`src/rtl/wb_slave_decoder.sv`:
```
// Wishbone 1-to-N address decoder: one outstanding transfer, registered response,
// decode errors and (with `define WB_DECODER_TIMEOUT_EN) slave timeouts complete with ERR_DATA.
module wb_slave_decoder #(
  parameter int unsigned       ADDR_W         = 32,
  parameter int unsigned       DATA_W         = 32,
  parameter int unsigned       N_SLAVES       = 4,
  parameter int unsigned       SEL_LSB        = 16,
  parameter int unsigned       TIMEOUT_CYCLES = 255,
  parameter logic [DATA_W-1:0] ERR_DATA       = 32'hDEAD_BEEF
) (
  input  logic                         wb_clk_i,
  input  logic                         wb_rst_i,
  input  logic [ADDR_W-1:0]            m_addr_i,
  input  logic [DATA_W-1:0]            m_wdata_i,
  input  logic                         m_we_i,
  input  logic [DATA_W/8-1:0]          m_sel_i,
  input  logic                         m_stb_i,
  input  logic                         m_cyc_i,
  output logic [DATA_W-1:0]            m_rdata_o,
  output logic                         m_ack_o,
  output logic [ADDR_W-1:0]            s_addr_o,
  output logic [DATA_W-1:0]            s_wdata_o,
  output logic                         s_we_o,
  output logic [DATA_W/8-1:0]          s_sel_o,
  output logic [N_SLAVES-1:0]          s_cyc_o,
  output logic [N_SLAVES-1:0]          s_stb_o,
  input  logic [N_SLAVES*DATA_W-1:0]   s_rdata_i,
  input  logic [N_SLAVES-1:0]          s_ack_i,
  output logic                         err_o,
  output logic [ADDR_W-1:0]            err_addr_o
);

  if (N_SLAVES < 1 || N_SLAVES > 16 || TIMEOUT_CYCLES < 1) begin : g_param_check
    $error("wb_slave_decoder: N_SLAVES must be 1..16 and TIMEOUT_CYCLES >= 1");
  end

  typedef enum logic [1:0] {
    ST_IDLE   = 2'd0,
    ST_ACTIVE = 2'd1,
    ST_RESP   = 2'd2
  } state_e;

  state_e                state_r, state_s;
  logic [3:0]            idx_r, idx_s;
  logic [N_SLAVES-1:0]   stb_r, stb_s;
  logic [ADDR_W-1:0]     s_addr_r, s_addr_s;
  logic [DATA_W-1:0]     s_wdata_r, s_wdata_s;
  logic                  s_we_r, s_we_s;
  logic [DATA_W/8-1:0]   s_sel_r, s_sel_s;
  logic [DATA_W-1:0]     m_rdata_r, m_rdata_s;
  logic                  m_ack_r, m_ack_s;
  logic                  err_r, err_s;
  logic [ADDR_W-1:0]     err_addr_r, err_addr_s;

  logic [3:0]            req_idx_s;
  logic                  req_hit_s;
  logic                  ack_sel_s;
  logic [DATA_W-1:0]     rdata_sel_s;
  logic                  timeout_s;

  assign req_idx_s = m_addr_i[SEL_LSB+3:SEL_LSB];
  assign req_hit_s = ({1'b0, req_idx_s} < 5'(N_SLAVES));

`ifdef WB_DECODER_TIMEOUT_EN
  localparam int unsigned CNT_W = $clog2(TIMEOUT_CYCLES + 1);
  logic [CNT_W-1:0] cnt_r, cnt_s;
  // Expires on the edge where the count of ack-less ACTIVE edges reaches TIMEOUT_CYCLES.
  assign timeout_s = (cnt_r == CNT_W'(TIMEOUT_CYCLES - 1));
`else
  assign timeout_s = 1'b0;
`endif

  // Select ack and read data of the slave owning the outstanding transfer.
  always_comb begin
    ack_sel_s   = 1'b0;
    rdata_sel_s = {DATA_W{1'b0}};
    for (int i = 0; i < int'(N_SLAVES); i++) begin
      ack_sel_s   = ack_sel_s | (s_ack_i[i] & (idx_r == 4'(i)));
      rdata_sel_s = rdata_sel_s | (s_rdata_i[i*DATA_W +: DATA_W] & {DATA_W{idx_r == 4'(i)}});
    end
  end

  // Next-state and next-output logic for the transfer FSM.
  always_comb begin
    state_s    = state_r;
    idx_s      = idx_r;
    stb_s      = stb_r;
    s_addr_s   = s_addr_r;
    s_wdata_s  = s_wdata_r;
    s_we_s     = s_we_r;
    s_sel_s    = s_sel_r;
    m_rdata_s  = m_rdata_r;
    m_ack_s    = 1'b0;
    err_s      = 1'b0;
    err_addr_s = err_addr_r;
`ifdef WB_DECODER_TIMEOUT_EN
    cnt_s      = cnt_r;
`endif
    case (state_r)
      ST_IDLE: begin
        if (m_cyc_i && m_stb_i) begin
          if (req_hit_s) begin
            s_addr_s  = m_addr_i;
            s_wdata_s = m_wdata_i;
            s_we_s    = m_we_i;
            s_sel_s   = m_sel_i;
            stb_s     = N_SLAVES'(1'b1) << req_idx_s;
            idx_s     = req_idx_s;
`ifdef WB_DECODER_TIMEOUT_EN
            cnt_s     = {CNT_W{1'b0}};
`endif
            state_s   = ST_ACTIVE;
          end else begin
            m_ack_s    = 1'b1;
            m_rdata_s  = ERR_DATA;
            err_s      = 1'b1;
            err_addr_s = m_addr_i;
            state_s    = ST_RESP;
          end
        end else begin
          state_s = ST_IDLE;
        end
      end
      ST_ACTIVE: begin
        // Abort beats ack, ack beats timeout.
        if (!m_cyc_i) begin
          stb_s   = {N_SLAVES{1'b0}};
          state_s = ST_IDLE;
        end else if (ack_sel_s) begin
          stb_s     = {N_SLAVES{1'b0}};
          m_ack_s   = 1'b1;
          m_rdata_s = rdata_sel_s;
          state_s   = ST_RESP;
        end else if (timeout_s) begin
          stb_s      = {N_SLAVES{1'b0}};
          m_ack_s    = 1'b1;
          m_rdata_s  = ERR_DATA;
          err_s      = 1'b1;
          err_addr_s = s_addr_r;
          state_s    = ST_RESP;
        end else begin
`ifdef WB_DECODER_TIMEOUT_EN
          cnt_s   = cnt_r + CNT_W'(1'b1);
`endif
          state_s = ST_ACTIVE;
        end
      end
      ST_RESP: begin
        state_s = ST_IDLE;
      end
      default: begin
        stb_s   = {N_SLAVES{1'b0}};
        state_s = ST_IDLE;
      end
    endcase
  end

  // State and registered outputs.
  always_ff @(posedge wb_clk_i or posedge wb_rst_i) begin
    if (wb_rst_i) begin
      state_r    <= ST_IDLE;
      idx_r      <= 4'd0;
      stb_r      <= {N_SLAVES{1'b0}};
      s_addr_r   <= {ADDR_W{1'b0}};
      s_wdata_r  <= {DATA_W{1'b0}};
      s_we_r     <= 1'b0;
      s_sel_r    <= {(DATA_W/8){1'b0}};
      m_rdata_r  <= {DATA_W{1'b0}};
      m_ack_r    <= 1'b0;
      err_r      <= 1'b0;
      err_addr_r <= {ADDR_W{1'b0}};
`ifdef WB_DECODER_TIMEOUT_EN
      cnt_r      <= {CNT_W{1'b0}};
`endif
    end else begin
      state_r    <= state_s;
      idx_r      <= idx_s;
      stb_r      <= stb_s;
      s_addr_r   <= s_addr_s;
      s_wdata_r  <= s_wdata_s;
      s_we_r     <= s_we_s;
      s_sel_r    <= s_sel_s;
      m_rdata_r  <= m_rdata_s;
      m_ack_r    <= m_ack_s;
      err_r      <= err_s;
      err_addr_r <= err_addr_s;
`ifdef WB_DECODER_TIMEOUT_EN
      cnt_r      <= cnt_s;
`endif
    end
  end

  assign m_rdata_o  = m_rdata_r;
  assign m_ack_o    = m_ack_r;
  assign s_addr_o   = s_addr_r;
  assign s_wdata_o  = s_wdata_r;
  assign s_we_o     = s_we_r;
  assign s_sel_o    = s_sel_r;
  assign s_cyc_o    = stb_r;
  assign s_stb_o    = stb_r;
  assign err_o      = err_r;
  assign err_addr_o = err_addr_r;

endmodule
```
`config.mk`:
```
export PLATFORM = sky130hd
export DESIGN_NAME = wb_slave_decoder
export DESIGN_NICKNAME = d
export VERILOG_FILES = /design/src/rtl/wb_slave_decoder.sv
export SDC_FILE = /design/constraint.sdc
export NUM_CORES = 1
export LEC_CHECK = 0
export ABC_CLOCK_PERIOD_IN_PS = 6300
export CAP_MARGIN = 20
export CORE_MARGIN = 4
export CORE_UTILIZATION = 30
export DETAILED_ROUTE_END_ITERATION = 8
export GPL_ROUTABILITY_DRIVEN = 0
export HOLD_SLACK_MARGIN = 0.06
export PLACE_DENSITY = 0.73
export SLEW_MARGIN = 5
export SYNTH_ARGS = -nofsm -noshare
export SYNTH_HDL_FRONTEND = slang
export SYNTH_SLANG_ARGS = --single-unit
```
`constraint.sdc`:
```
create_clock -name wb_clk_i -period 6.3 [get_ports wb_clk_i]
set_input_delay 1.26 -clock wb_clk_i [delete_from_list [all_inputs] [get_ports wb_clk_i]]
set_output_delay 1.26 -clock wb_clk_i [all_outputs]
set_load 0.03 [all_outputs]
```
==> summary.txt <==
Hold path
  • Hold Path Sink: s_wdata_o[28]$_DFFE_PP0P_
  • Worst hold path class: reg2reg
  • Hold path start: s_wdata_o[28]$_DFFE_PP0P_
  • Hold depth: 2

Power and ir drop
  • Sw Ratio: 33.1%
  • P_int: 2280 uW
  • Pwr per Cell Area: 323 nW/um2
  • Combinational power share: 35.9%
  • Clk pwr share: 29.5%
  • Maximum VDD drop: 0.000173 V
  • Psw: 1130 uW
  • Pwr Total: 3420 uW
  • Leak: 0.00454 uW
  • Flop pwr share: 34.5%

Clock tree
  • Clk root buf: clkbuf_16
  • # hold bufs at CTS: 0
  • Clk sinks: 140
  • Num CTS Buffers: 17
  • Clk buf depth: 2
  • Post-CTS sizing: 0
  • H-tree lvl count: 4
  • TritonCTS clock tree: done
  • Post-CTS Setup Inserts: 0
  • Worst-path clk slew: 0.06 ns
  • Clk_lat worst skew: 0.40 ns

Critical path
  • Worst-path maximum fanout: 19
  • CP endpoint kind: output port
  • Worst EP arrival: 2.05 ns
  • Crit path from: idx_r[1]$_DFFE_PP0P_
  • CP Class: reg2out
  • Path depth of the worst reg2reg path: 5
  • Worst reg-to-reg setup slack: 3.16 ns
  • Max incr delay on CP: 0.84 ns
  • Slowest CP cell: dfrtp_1
  • CP Cell Sequence: clkdlybuf4s50_1
  • Worst path bufs/invs: 1
  • Cell family with most CP delay: flip-flops
  • Crit path required time: 5.04 ns
  • Setup crit start kind: register
  • Worst r2r src: idx_r[0]$_DFFE_PP0P_
  • FF-to-FF End: m_rdata_o[24]$_DFFE_PP0P_

Synthesis
  • Sequential area share after synthesis: 55.5%
  • Area share of the largest cell type after synthesis: 55.5%
  • Syn Area/Cell: 11.2 um2
  • FFs w/ async S/R, synth: 100%
  • EDFF count, synth: 0
  • Leading area contributor after synthesis: dfrtp_1
  • Synth unique cells: 33
  • Cells after Synth: 563
  • Post-synthesis register bit count: 140
  • Synthesized Nets: 768
  • Mapped Area: 6310 um2
  • YS warnings: 0
  • Area contributors post-synth: dfrtp_1, nand2_1, mux4_2, mux2_2, mux2i_1
  • Synth Flop Type: dfrtp_1

Drt
  • Detail Route Antenna Nets: 0
  • DRC: 0
  • Vias: 5349
  • Per-cell routed wire length: 17.8 um
  • Initial DRC count: 270
  • TritonRoute pass-1 iters: 4
  • WL final: 21.0 mm
  • Vias per cell: 4.54

Timing
  • RSZ-0062 raised after global routing: no
  • Fmax: 302 MHz
  • Min Tclk post-route: 3.31 ns
  • Setup TNS: 0 ns
  • Slew HR: 34.9%
  • Final Hold Violating Endpoints: 0
  • # setup viols final: 0
  • Max-slew violations: 0
  • Actual slew at the worst max-slew pin: 0.977 ns
  • Clock skew: 0.00830 ns
  • Period utilisation layout: 52.6%

Layout
  • Layout cells sized above 1: 11.8%
  • ANT cells: 0
  • Final core utilization: 51.7%
  • Area grow syn2layout: 67.6%
  • Multi-input gate area: 2610 um2
  • Register area: 3500 um2
  • Post-route design area: 10600 um2
  • Fillers: 1880
  • Nets: 1101

Global routing
  • Vias in the first global route: 5717
  • Largest net degree at the start of global routing: 106
  • Grt ovf: 0
  • Initial antenna violation count: 0
  • All-layer global routing usage: 17.7%
  • First-pass GRT wire length: 32.7 mm

Run status
  • Status: completed

Placement
  • Port Buf Inserts: 347
  • Area after DPL: 9990 um2
  • DP HPWL: 15.6 mm

Job
  • MaxCap Viol Count: 0

Die
  • Die Area: 23400 um2
  • Initial core utilization: 30.8%
  • Die X-Extent: 153 um
  • Core area: 20500 um2
  • Row count: 52
  • DIE HEIGHT: 153 um
  • Ports: 348
cell usage after synthesis, types with 2 or more instances:
cell	instances
mux4_2	32
buf_4	6
nand2b_1	2
buf_1	3
nor2b_1	9
nor2_1	28
mux2_1	8
nor3_1	2
nand2_1	226
clkbuf_1	17
and2_1	2
mux2i_1	26
mux2_2	32
buf_2	11
dfrtp_1	140
buf_6	2
how the worst max path moves through the flow:
stage / to / depth (start not counted)
after global routing: s_addr_o[17] / 1
after CTS: s_addr_o[17] / 1
after global placement: s_cyc_o[3]$_DFFE_PP0P_ / 5
after floorplan: err_addr_o[0]$_DFFE_PP0P_ / 1
final: s_addr_o[17] / 1
after detailed placement: s_cyc_o[3]$_DFFE_PP0P_ / 5
metrics by stage:
step / setup WS, ns / hold slack (ns) / cells
floorplan: 1.29 / 0.557 / 563
global placement: 2.88 / 0.457 / 1147
detailed placement: 2.83 / 0.461 / 1147
CTS: 2.94 / 0.475 / 1179
global route: 2.90 / 0.487 / 1179
finish: 2.99 / 0.472 / 1179
state kept, by name (all words and copies together) (netlist names):
signal and count:
err_addr_o 32, err_o 1, idx_r 3, m_ack_o 1, m_rdata_o 32, s_addr_o 29
s_cyc_o 4, s_sel_o 4, s_wdata_o 32, s_we_o 1, state_r 1
cells by family (layout without fill, tap and decap cells):
group,after synthesis,in the layout,share of synthesized area (%)
AOI/OAI and AO/OA,10,10,1.21
buffers and inverters,41,387,3.43
and+or+nand+nor,274,274,17.2
muxes,98,98,22.7
DFF,140,140,55.5
power by group through the flow:
stage               Combinational, uW  Clock (uW)  Sequential (uW)
finish                           1230        1010             1180
global route                     1300        1080             1210
CTS                              1250        1040             1180
detailed placement               1240           0             1200
global placement                 1230           0             1190
floorplan                         349           0             1500
worst reg2reg max path: stages, from the launching register on:
cell and delay [ns]:
dfrtp_2 0.76, buf_4 0.43, or3b_1 0.41, o22ai_2 0.21, and2b_2 0.80, mux2_1 0.41
per-layer routing:
metal	up-vias	GRT usage [%]	wire length (um)
met5	-	0	0
met4	0	5.64	497
met3	28	5.97	1480
met2	211	30.4	10700
met1	2577	20.8	8340
li1	2533	-	-
cells in the final DEF, fill, tap and decap left out, drive strengths merged:
master and count:
mux4 32, nor3 2, o31ai 1, a32o 1, a21o 1, a21oi 1
o2bb2ai 1, and2 2, or4 1, nand2b 2, mux2i 26, o21ai 2
o22ai 2, inv 3, nor4 1, nor2b 9, clkdlybuf4s50 347, or3 1
buf 7, clkbuf 24, a22o 1, dfrtp 140, nand2 226, or3b 1
and2b 1, bufinv 2, clkinvlp 2, mux2 40, nor2 28, clkinv 2
layout make-up:
| class | count | share of cell area (%) |
|---|---|---|
| inverter | 1 | 0.0827 |
| sequential | 140 | 33.1 |
| tap | 270 | 3.19 |
| clock buffer | 24 | 4.64 |
| multi-input combinational | 382 | 24.7 |
| clock inverter | 8 | 1.00 |
| timing repair buffer | 354 | 33.3 |
Power figures use the tool's default switching activity.
